$ cat config.mk
export PLATFORM = sky130hd
export DESIGN_NAME = display_scan_decoder
export DESIGN_NICKNAME = d
export VERILOG_FILES = /design/src/rtl/display_scan_decoder.sv
export SDC_FILE = /design/constraint.sdc
export NUM_CORES = 1
export LEC_CHECK = 0
export BUFFER_PORTS_ARGS = -buffer_cell sky130_fd_sc_hd__buf_2
export CORE_UTILIZATION = 40
export DETAILED_ROUTE_END_ITERATION = 7
export PLACE_DENSITY_LB_ADDON = 0.3
export SYNTH_ARGS = -nofsm -noshare
export SYNTH_HDL_FRONTEND = slang
export SYNTH_SLANG_ARGS = --single-unit
$ cat constraint.sdc
create_clock -name clk -period 5.37 [get_ports clk]
set_input_delay 0.537 -clock clk [delete_from_list [all_inputs] [get_ports clk]]
set_output_delay 0.537 -clock clk [all_outputs]
set_load 0.005 [all_outputs]
$ cat src/rtl/display_scan_decoder.sv
// display_scan_decoder
// Receive side of a multiplexed 7-segment drive. It samples the active-low
// anode/segment bus and rebuilds the four displayed digits (MM:SS) as BCD.
// The decoder checks the scan order and rejects unknown segment patterns.
// A digit is committed only after it repeats for STABLE_FRAMES frames.
// Optional build macro: SCAN_DECODER_HOLD_EN. When it is defined, a committed
// blank sets blank_mask but leaves the digit output at its last numeric value.
module display_scan_decoder #(
    parameter int STABLE_FRAMES = 2
) (
    input  logic       clk,
    input  logic       reset,
    input  logic       sample_en,
    input  logic [3:0] anode,
    input  logic [6:0] segments,
    output logic [3:0] seconds_units,
    output logic [3:0] seconds_tens,
    output logic [3:0] minutes_units,
    output logic [3:0] minutes_tens,
    output logic [3:0] blank_mask,
    output logic       frame_valid,
    output logic       seq_error,
    output logic       seg_error,
    output logic       locked
);

    localparam logic [3:0] STABLE_CNT = 4'(STABLE_FRAMES);
    localparam logic [3:0] CAND_INVALID = 4'hE;
    localparam logic [3:0] DIGIT_BLANK  = 4'hF;

    typedef enum logic {
        ST_UNLOCKED = 1'b0,
        ST_TRACK    = 1'b1
    } state_t;

    state_t           state_q, state_d;
    logic [1:0]       expect_q, expect_d;
    logic [3:0][3:0]  digit_q, digit_d;
    logic [3:0]       blank_q, blank_d;
    logic [3:0][3:0]  cand_q, cand_d;
    logic [3:0][3:0]  cnt_q, cnt_d;
    logic             frame_q, frame_d;
    logic             seq_err_q, seq_err_d;
    logic             seg_err_q, seg_err_d;
    logic             locked_q, locked_d;

    logic             anode_ok;
    logic             anode_idle;
    logic [1:0]       anode_idx;
    logic             seg_ok;
    logic [3:0]       seg_val;
    logic             process;
    logic [3:0]       new_cnt;

    // Anode decode: one-hot-low select to digit index; all-high is idle
    always_comb begin
        anode_ok   = 1'b1;
        anode_idle = 1'b0;
        anode_idx  = 2'd0;
        case (anode)
            4'b1110: anode_idx = 2'd0;
            4'b1101: anode_idx = 2'd1;
            4'b1011: anode_idx = 2'd2;
            4'b0111: anode_idx = 2'd3;
            4'b1111: begin
                anode_ok   = 1'b0;
                anode_idle = 1'b1;
            end
            default: anode_ok = 1'b0;
        endcase
    end

    // Segment decode: active-low gfedcba pattern to BCD, all-off is blank
    always_comb begin
        seg_ok  = 1'b1;
        seg_val = CAND_INVALID;
        case (segments)
            7'b1000000: seg_val = 4'd0;
            7'b1111001: seg_val = 4'd1;
            7'b0100100: seg_val = 4'd2;
            7'b0110000: seg_val = 4'd3;
            7'b0011001: seg_val = 4'd4;
            7'b0010010: seg_val = 4'd5;
            7'b0000010: seg_val = 4'd6;
            7'b1111000: seg_val = 4'd7;
            7'b0000000: seg_val = 4'd8;
            7'b0010000: seg_val = 4'd9;
            7'b1111111: seg_val = DIGIT_BLANK;
            default:    seg_ok  = 1'b0;
        endcase
    end

    // Next state: scan tracking, per-digit stability filter and commit
    always_comb begin
        state_d   = state_q;
        expect_d  = expect_q;
        digit_d   = digit_q;
        blank_d   = blank_q;
        cand_d    = cand_q;
        cnt_d     = cnt_q;
        locked_d  = locked_q;
        frame_d   = 1'b0;
        seq_err_d = 1'b0;
        seg_err_d = 1'b0;
        process   = 1'b0;
        new_cnt   = 4'd0;

        if (sample_en && !anode_idle) begin
            case (state_q)
                ST_UNLOCKED: begin
                    // Only the rightmost digit can start a lock
                    if (anode_ok && anode_idx == 2'd0) begin
                        process  = 1'b1;
                        state_d  = ST_TRACK;
                        expect_d = 2'd1;
                    end
                end
                ST_TRACK: begin
                    if (anode_ok && anode_idx == expect_q) begin
                        process  = 1'b1;
                        expect_d = expect_q + 2'd1;
                    end else if (anode_ok && anode_idx == (expect_q - 2'd1)) begin
                        // Same digit sampled again within its scan slot
                        process = 1'b0;
                    end else begin
                        // Partial frame is dropped; committed digits stay put
                        seq_err_d = 1'b1;
                        state_d   = ST_UNLOCKED;
                        locked_d  = 1'b0;
                    end
                end
                default: state_d = ST_UNLOCKED;
            endcase
        end

        if (process) begin
            if (!seg_ok) begin
                seg_err_d            = 1'b1;
                cand_d[anode_idx]    = CAND_INVALID;
                cnt_d[anode_idx]     = 4'd0;
            end else begin
                if (seg_val == cand_q[anode_idx]) begin
                    new_cnt = (cnt_q[anode_idx] == 4'hF) ? 4'hF : cnt_q[anode_idx] + 4'd1;
                end else begin
                    cand_d[anode_idx] = seg_val;
                    new_cnt           = 4'd1;
                end
                cnt_d[anode_idx] = new_cnt;
                if (new_cnt >= STABLE_CNT) begin
                    blank_d[anode_idx] = (seg_val == DIGIT_BLANK);
`ifdef SCAN_DECODER_HOLD_EN
                    // Blinking blanks leave the last numeric value readable
                    if (seg_val != DIGIT_BLANK) begin
                        digit_d[anode_idx] = seg_val;
                    end
`else
                    digit_d[anode_idx] = seg_val;
`endif
                end
            end
            // Reaching idx3 in TRACK implies idx0..idx2 came in order
            if (anode_idx == 2'd3) begin
                frame_d  = 1'b1;
                locked_d = 1'b1;
            end
        end
    end

    // State and registered outputs; reset discards any partial frame
    always_ff @(posedge clk or posedge reset) begin
        if (reset) begin
            state_q   <= ST_UNLOCKED;
            expect_q  <= 2'd0;
            digit_q   <= {4{DIGIT_BLANK}};
            blank_q   <= 4'b1111;
            cand_q    <= {4{CAND_INVALID}};
            cnt_q     <= '0;
            frame_q   <= 1'b0;
            seq_err_q <= 1'b0;
            seg_err_q <= 1'b0;
            locked_q  <= 1'b0;
        end else begin
            state_q   <= state_d;
            expect_q  <= expect_d;
            digit_q   <= digit_d;
            blank_q   <= blank_d;
            cand_q    <= cand_d;
            cnt_q     <= cnt_d;
            frame_q   <= frame_d;
            seq_err_q <= seq_err_d;
            seg_err_q <= seg_err_d;
            locked_q  <= locked_d;
        end
    end

    assign seconds_units = digit_q[0];
    assign seconds_tens  = digit_q[1];
    assign minutes_units = digit_q[2];
    assign minutes_tens  = digit_q[3];
    assign blank_mask    = blank_q;
    assign frame_valid   = frame_q;
    assign seq_error     = seq_err_q;
    assign seg_error     = seg_err_q;
    assign locked        = locked_q;

endmodule

## Yosys cells after proc, flatten, opt, wreduce, memory -nomap -nowiden

Cells that the tools add are included.
W data, S select, Z words.

| cells by class | value |
|---|---|
| bitwise gates (word level) | 6 |
| multiplexer cells | 48 |
| magnitude comparators | 3 |
| reduce and logical (&&, ||, !) cells | 13 |
| eq/ne operators | 24 |
| add/sub/neg operators | 3 |

Operators by type and width:

| operator | count |
|---|---|
| $bwmux W16 | 3 |
| $mux W16 | 3 |
| $pmux W4 S11 | 1 |
| $eq A7 B7 Y1 const B | 4 |
| $mux W4 | 7 |
| $eq A4 B4 Y1 const B | 6 |
| $mux W1 | 23 |
| $eq A7 B5 Y1 const B | 3 |
| $and A16 B16 Y16 | 1 |
| $bmux W4 S2 | 2 |
| $not A16 Y16 | 1 |
| $eq A7 B6 Y1 const B | 2 |
| $or A12 B12 Y12 | 1 |
| $reduce_or A11 Y1 | 1 |
| $demux W4 S2 | 1 |
| $eq A7 B2 Y1 const B | 1 |
| $logic_not A7 Y1 | 1 |
| $pmux W2 S3 | 1 |
| $reduce_and A3 Y1 | 2 |
| $logic_and A1 B1 Y1 | 5 |
| $add A4 B1 Y4 const B | 1 |
| $and A4 B4 Y4 | 1 |
| $bwmux W4 | 1 |
| $eq A2 B2 Y1 | 2 |
| other kinds (20) | 23 |

| word-level totals | value |
|---|---|
| output and inout bits | 24 |
| word-level logic and storage cells | 116 |
| bits in registers | 59 |
| input port bits | 14 |

## Longest topological paths before layout

| logic depth | value |
|---|---|
| word-level depth | 11 |
| mapped depth | 11 |
| depth with buffers taken out | 9 |

## Least setup slack after synthesis

No wires, ideal clock.

| timing path | value |
|---|---|
| path kind | input port to flip-flop |
| start | input anode[0] |
| end | register cand_q[5] (netlist bit) |
| setup time | 0.082 ns |
| setup slack | 2.294 ns |
| buffers on the path | 3 |
| stages | 11 |
| arrival time | 2.994 ns |
| required time | 5.288 ns |
| path through | clkbuf_1 -> inv_1 -> a211o_1 -> buf_2 -> a222oi_1 -> mux2i_1 -> a22oi_1 -> or3_1 -> buf_4 -> o21ai_2 -> mux2_2 |

| between the ends | value |
|---|---|
| longest elaborated chain between the ends | 9 |
| elaborated cells between the ends (all ways) | 33 |
| those cells by class | order compare: 2; eq/ne: 8; mux: 14; bitwise: 1; reduce/logical: 8 |

RTL lines:

| item | line | text |
|---|---|---|
| start: declaration | 14 | `input logic [3:0] anode,` |
| $eq A4 B3 Y1 / $eq A4 B4 Y1 (equally long branches) | 60 | `case (anode)` |
| $pmux W2 S3 | 60 |  |
| $lt A2 B3 Y1 (implied by the code) / $ge A2 B1 Y1 (equally long branches) | 139, 145 |  |
| $logic_and A1 B1 Y1 (implied by the code) | 139, 145 |  |
| $mux W4 (implied by the code) | 139, 145 |  |
| $demux W4 S2 | 139, 145 |  |
| $bwmux W16 | 145 | `cand_d[anode_idx] = seg_val;` |
| $mux W16 | 142 | `if (seg_val == cand_q[anode_idx]) begin` |
| $mux W16 | 137 | `if (!seg_ok) begin` |
| end signal: assignment | 176 | `cand_q <= {4{CAND_INVALID}};` |
| end signal: assignment | 187 | `cand_q <= cand_d;` |
| end: declaration | 40 | `logic [3:0][3:0] cand_q, cand_d;` |

Parallel ways exist; a longest one is shown, timed or not. The select of a mux whose other input is x is not followed.
A chain may end at the register's enable or synchronous reset.

## Worst setup path in the final report

| timing path | value |
|---|---|
| start | input anode[1] |
| end | register cnt_q[8] (netlist bit) |

| between the ends | value |
|---|---|
| longest elaborated chain between the ends | 11 |
| elaborated cells between the ends (all ways) | 39 |
| those cells by class | add/sub: 1; order compare: 2; eq/ne: 8; mux: 19; bitwise: 2; reduce/logical: 7 |

RTL lines:

| item | line | text |
|---|---|---|
| $eq A4 B3 Y1 / $eq A4 B4 Y1 (equally long branches) | 60 |  |
| $pmux W2 S3 | 60 |  |
| $bmux W4 S2 | 143 | `new_cnt = (cnt_q[anode_idx] == 4'hF) ? 4'hF : cnt_q[anode_idx] + 4'd1;` |
| $mux W4 (implied by the code) | 143 |  |
| $add A4 B1 Y4 / $eq A4 B4 Y1 (equally long branches) | 143 |  |
| $mux W4 | 143 |  |
| $mux W4 | 142 |  |
| $mux W4 | 137 |  |
| $mux W4 | 136 | `if (process) begin` |
| $bwmux W16 | 148 | `cnt_d[anode_idx] = new_cnt;` |
| $mux W16 | 137 |  |
| end signal: assignment | 188 | `cnt_q <= cnt_d;` |
| end: declaration | 41 | `logic [3:0][3:0] cnt_q, cnt_d;` |

Parallel ways exist; a longest one is shown, timed or not. The select of a mux whose other input is x is not followed.

==> results.txt <==
# Max-Cap Violations: 0
Worst EP required: 5.58 ns
DRC Markers: 0
final core utilization: 46.9%
Post-Syn Instances: 324
I/O Buffers: 37
register area: 1520 um2
Leakage: 0.00156 uW
fmax: 0.317 GHz
area of the multi-input gates: 1500 um2
headroom to the max-slew limit: 43.7%
layout cells sized above 1: 32.6%
Global Route Usage Sum: 18.4%
Congestion Overflow GR: 0
WL/cell: 15.6 um
Most Used Layer, Global Route: met2
Final #Nets: 372
std cell rows: 32
Post-Synth XOR/XNOR Area: 2.22%
CORE AREA: 7690 um2
GR Util met3: 5.22%
Crit path largest cell delay: 0.57 ns
synthesized flop and latch total: 59
Seq/Total Area, Yosys: 48.1%
RSZ-0062 raised after global routing: no
first-pass GRT wire length: 11.9 mm
Max IR drop VDD: 0.164 mV
Die Span Y: 90.8 um
Tcrit/Tclk final: 58.7%
TritonCTS clock tree: yes
Placer Congestion: 0.817
clock-pin slew on the worst setup and hold paths: 0.07 ns
Antenna Cells: 0
largest family of logic cells by synthesized area: compound AO/OA/AOI/OAI gates
WP data arrival: 3.36 ns
post-place setup slack: 1.91 ns
area grow syn2layout: 14.2%
met2 Track Usage GR: 29.0%
I/O pin count: 38
Distinct cells, synth: 56
CP max FO: 15
Die Wd: 90.8 um
Starting DRT DRC Count: 116
Synth Area in Compound Gates: 18.3%
number of synthesized flops with an enable pin: 0
Synth Area in Simple Gates: 17.6%
vias: 2579
Final min period: 3.15 ns
fillers: 785
Final Worst Setup Slack: 2.22 ns
commonest non-fill, non-tap cell in the layout: buf_2
Crit. End Element: register
Worst Clk Skew: 0.00776 ns
commonest non-fill, non-tap cells in the layout: buf_2 (37), nand2_1 (36), dfstp_2 (32)
clock insertion delay at the later pin of the skew report: 0.34 ns
total setup buffers inserted after CTS: 0
# hold bufs at CTS: 0
Routed WL: 7.22 mm
status: finished clean
Final ANT Viol Nets: 0
critical path, cell by cell: buf_2 -> xnor2_1 -> a211o_1 -> a222oi_1 -> mux2i_1 -> a22oi_1 -> or3_1 -> o21ai_0 -> o21ai_0
DP Wirelength: 5.01 mm
total iterations of the first detailed-routing run: 4
CTS sink cnt: 59
most used cell, CP: o21ai_0
Fin Setup TNS: 0 ns
yosys warns: 0
final hold viol count: 0
fin. max-slew vios: 0
DR vias/cell: 5.56
initial antenna violation count: 0
Crit Path Class: in -> reg
Initial Util: 41.0%
number of CTS-inserted buffers: 9
Worst R2R Path Depth: 9
largest net degree at the start of global routing: 60
asr flop ratio synth: 100%
H-tree levels: 3
final hold slack: 0.386 ns
proportion of synthesized area in mux cells: 9.16%
Post-Syn Nets: 339
Main synth FF type: dfstp_2
worst-margin pin slew: 0.839 ns
mean post-synth cell area: 9.74 um2
Bufs on Longest Clock Path: 2
HP Class: in -> async
met1 usage: 24.5%
Startpoint Class: input pin
post-CTS sizing: 0
vias in the first global route: 2429
Mapped Area: 3160 um2
Final setup viols: 0
die area: 8250 um2
adder-cell share of the synthesized area: 0.397%
Final Power: 1110 uW
Root Driver: clkbuf_8
PD cells: 308 nW/um2
slowest CP cell: a222oi_1
[per-layer routing]
metal	vias up	share of wire (%)
met1	1257	46
met2	73	47
met5	-	0
li1	1242	-
met4	0	0.66
met3	7	5.7
[sequential cells by signal, summed over array words and instances (netlist names)]
name,count
seconds_units,4
frame_valid,1
minutes_tens,4
state_q,1
seconds_tens,4
seg_error,1
expect_q,2
cand_q,16
blank_mask,4
cnt_q,16
seq_error,1
locked,1
minutes_units,4
[metrics by stage]
step | instances | cell area, um2
5_1_grt | 464 | 3600
3_3_place_gp | 448 | 3410
4_1_cts | 464 | 3600
3_5_place_dp | 448 | 3410
6_report | 464 | 3600
2_1_floorplan | 324 | 3160
[worst paths after layout]
| kind | startpoint | endpoint | slack [ns] |
|---|---|---|---|
| worst max-delay path | anode[1] | cnt_q[8] | 2.22 |
| worst min-delay path | reset | state_q | 0.39 |
| worst max register to register | expect_q[1] | minutes_tens[3] | 2.51 |
| worst min register to register | cand_q[9] | cand_q[9] | 0.46 |
| max in group asynchronous | reset | cand_q[4] | 4.49 |
| min in group clk | cand_q[9] | cand_q[9] | 0.46 |
[critical path: cells and delay by family]
kind	cells	cell delay [ns]
compound gates	5	1.75
xor+xnor	1	0.12
buf+inv	1	0.23
mux	1	0.25
simple gates	1	0.47
[cells in the mapped netlist (3+ instances only)]
cell type | number | area [um2]
nor2b_1 | 3 | 18.8
and3b_1 | 3 | 26.3
nand3_2 | 4 | 40.0
inv_1 | 16 | 60.1
a211oi_1 | 3 | 22.5
o21ai_1 | 4 | 20.0
nor2_1 | 21 | 78.8
nor3_1 | 9 | 45.0
mux2_2 | 23 | 259
a22o_1 | 5 | 43.8
o22ai_1 | 3 | 18.8
a222oi_1 | 4 | 40.0
nand3_1 | 11 | 55.1
and2_1 | 4 | 25.0
a21oi_1 | 22 | 110
dfrtp_1 | 27 | 676
xnor2_1 | 6 | 52.6
dfstp_2 | 32 | 841
o21ai_0 | 23 | 115
clkbuf_1 | 15 | 56.3
a22oi_1 | 4 | 30.0
mux2i_1 | 3 | 30.0
nand2_1 | 36 | 135
o221ai_1 | 3 | 26.3
[layout make-up]
| cell class | count | area share (%) |
|---|---|---|
| clock buffers | 12 | 4.62 |
| clock inverters | 4 | 0.590 |
| inverters | 16 | 1.67 |
| multi-input cells | 231 | 41.7 |
| flip-flops and latches | 59 | 42.1 |
| well taps | 102 | 3.54 |
| repair buffers | 40 | 5.77 |
[kinds of logic after synthesis]
| kind of cell | count (synthesis) |
|---|---|
| AO/OA/AOI/OAI | 88 |
| flip-flops | 59 |
| multiplexers | 26 |
| XOR/XNOR | 8 |
| buffers and inverters | 34 |
| adder cells (fa/ha/maj) | 1 |
| AND/OR/NAND/NOR | 108 |
[where the power goes]
part | switching, uW | total, uW | internal (uW) | leakage, uW
clock network | 177 | 383 | 206 | 0.000102
logic | 119 | 200 | 80.2 | 0.000755
registers | 26.3 | 525 | 499 | 0.000699
total | 323 | 1110 | 785 | 0.00156
Note: power is estimated with default switching activity, not from simulation.
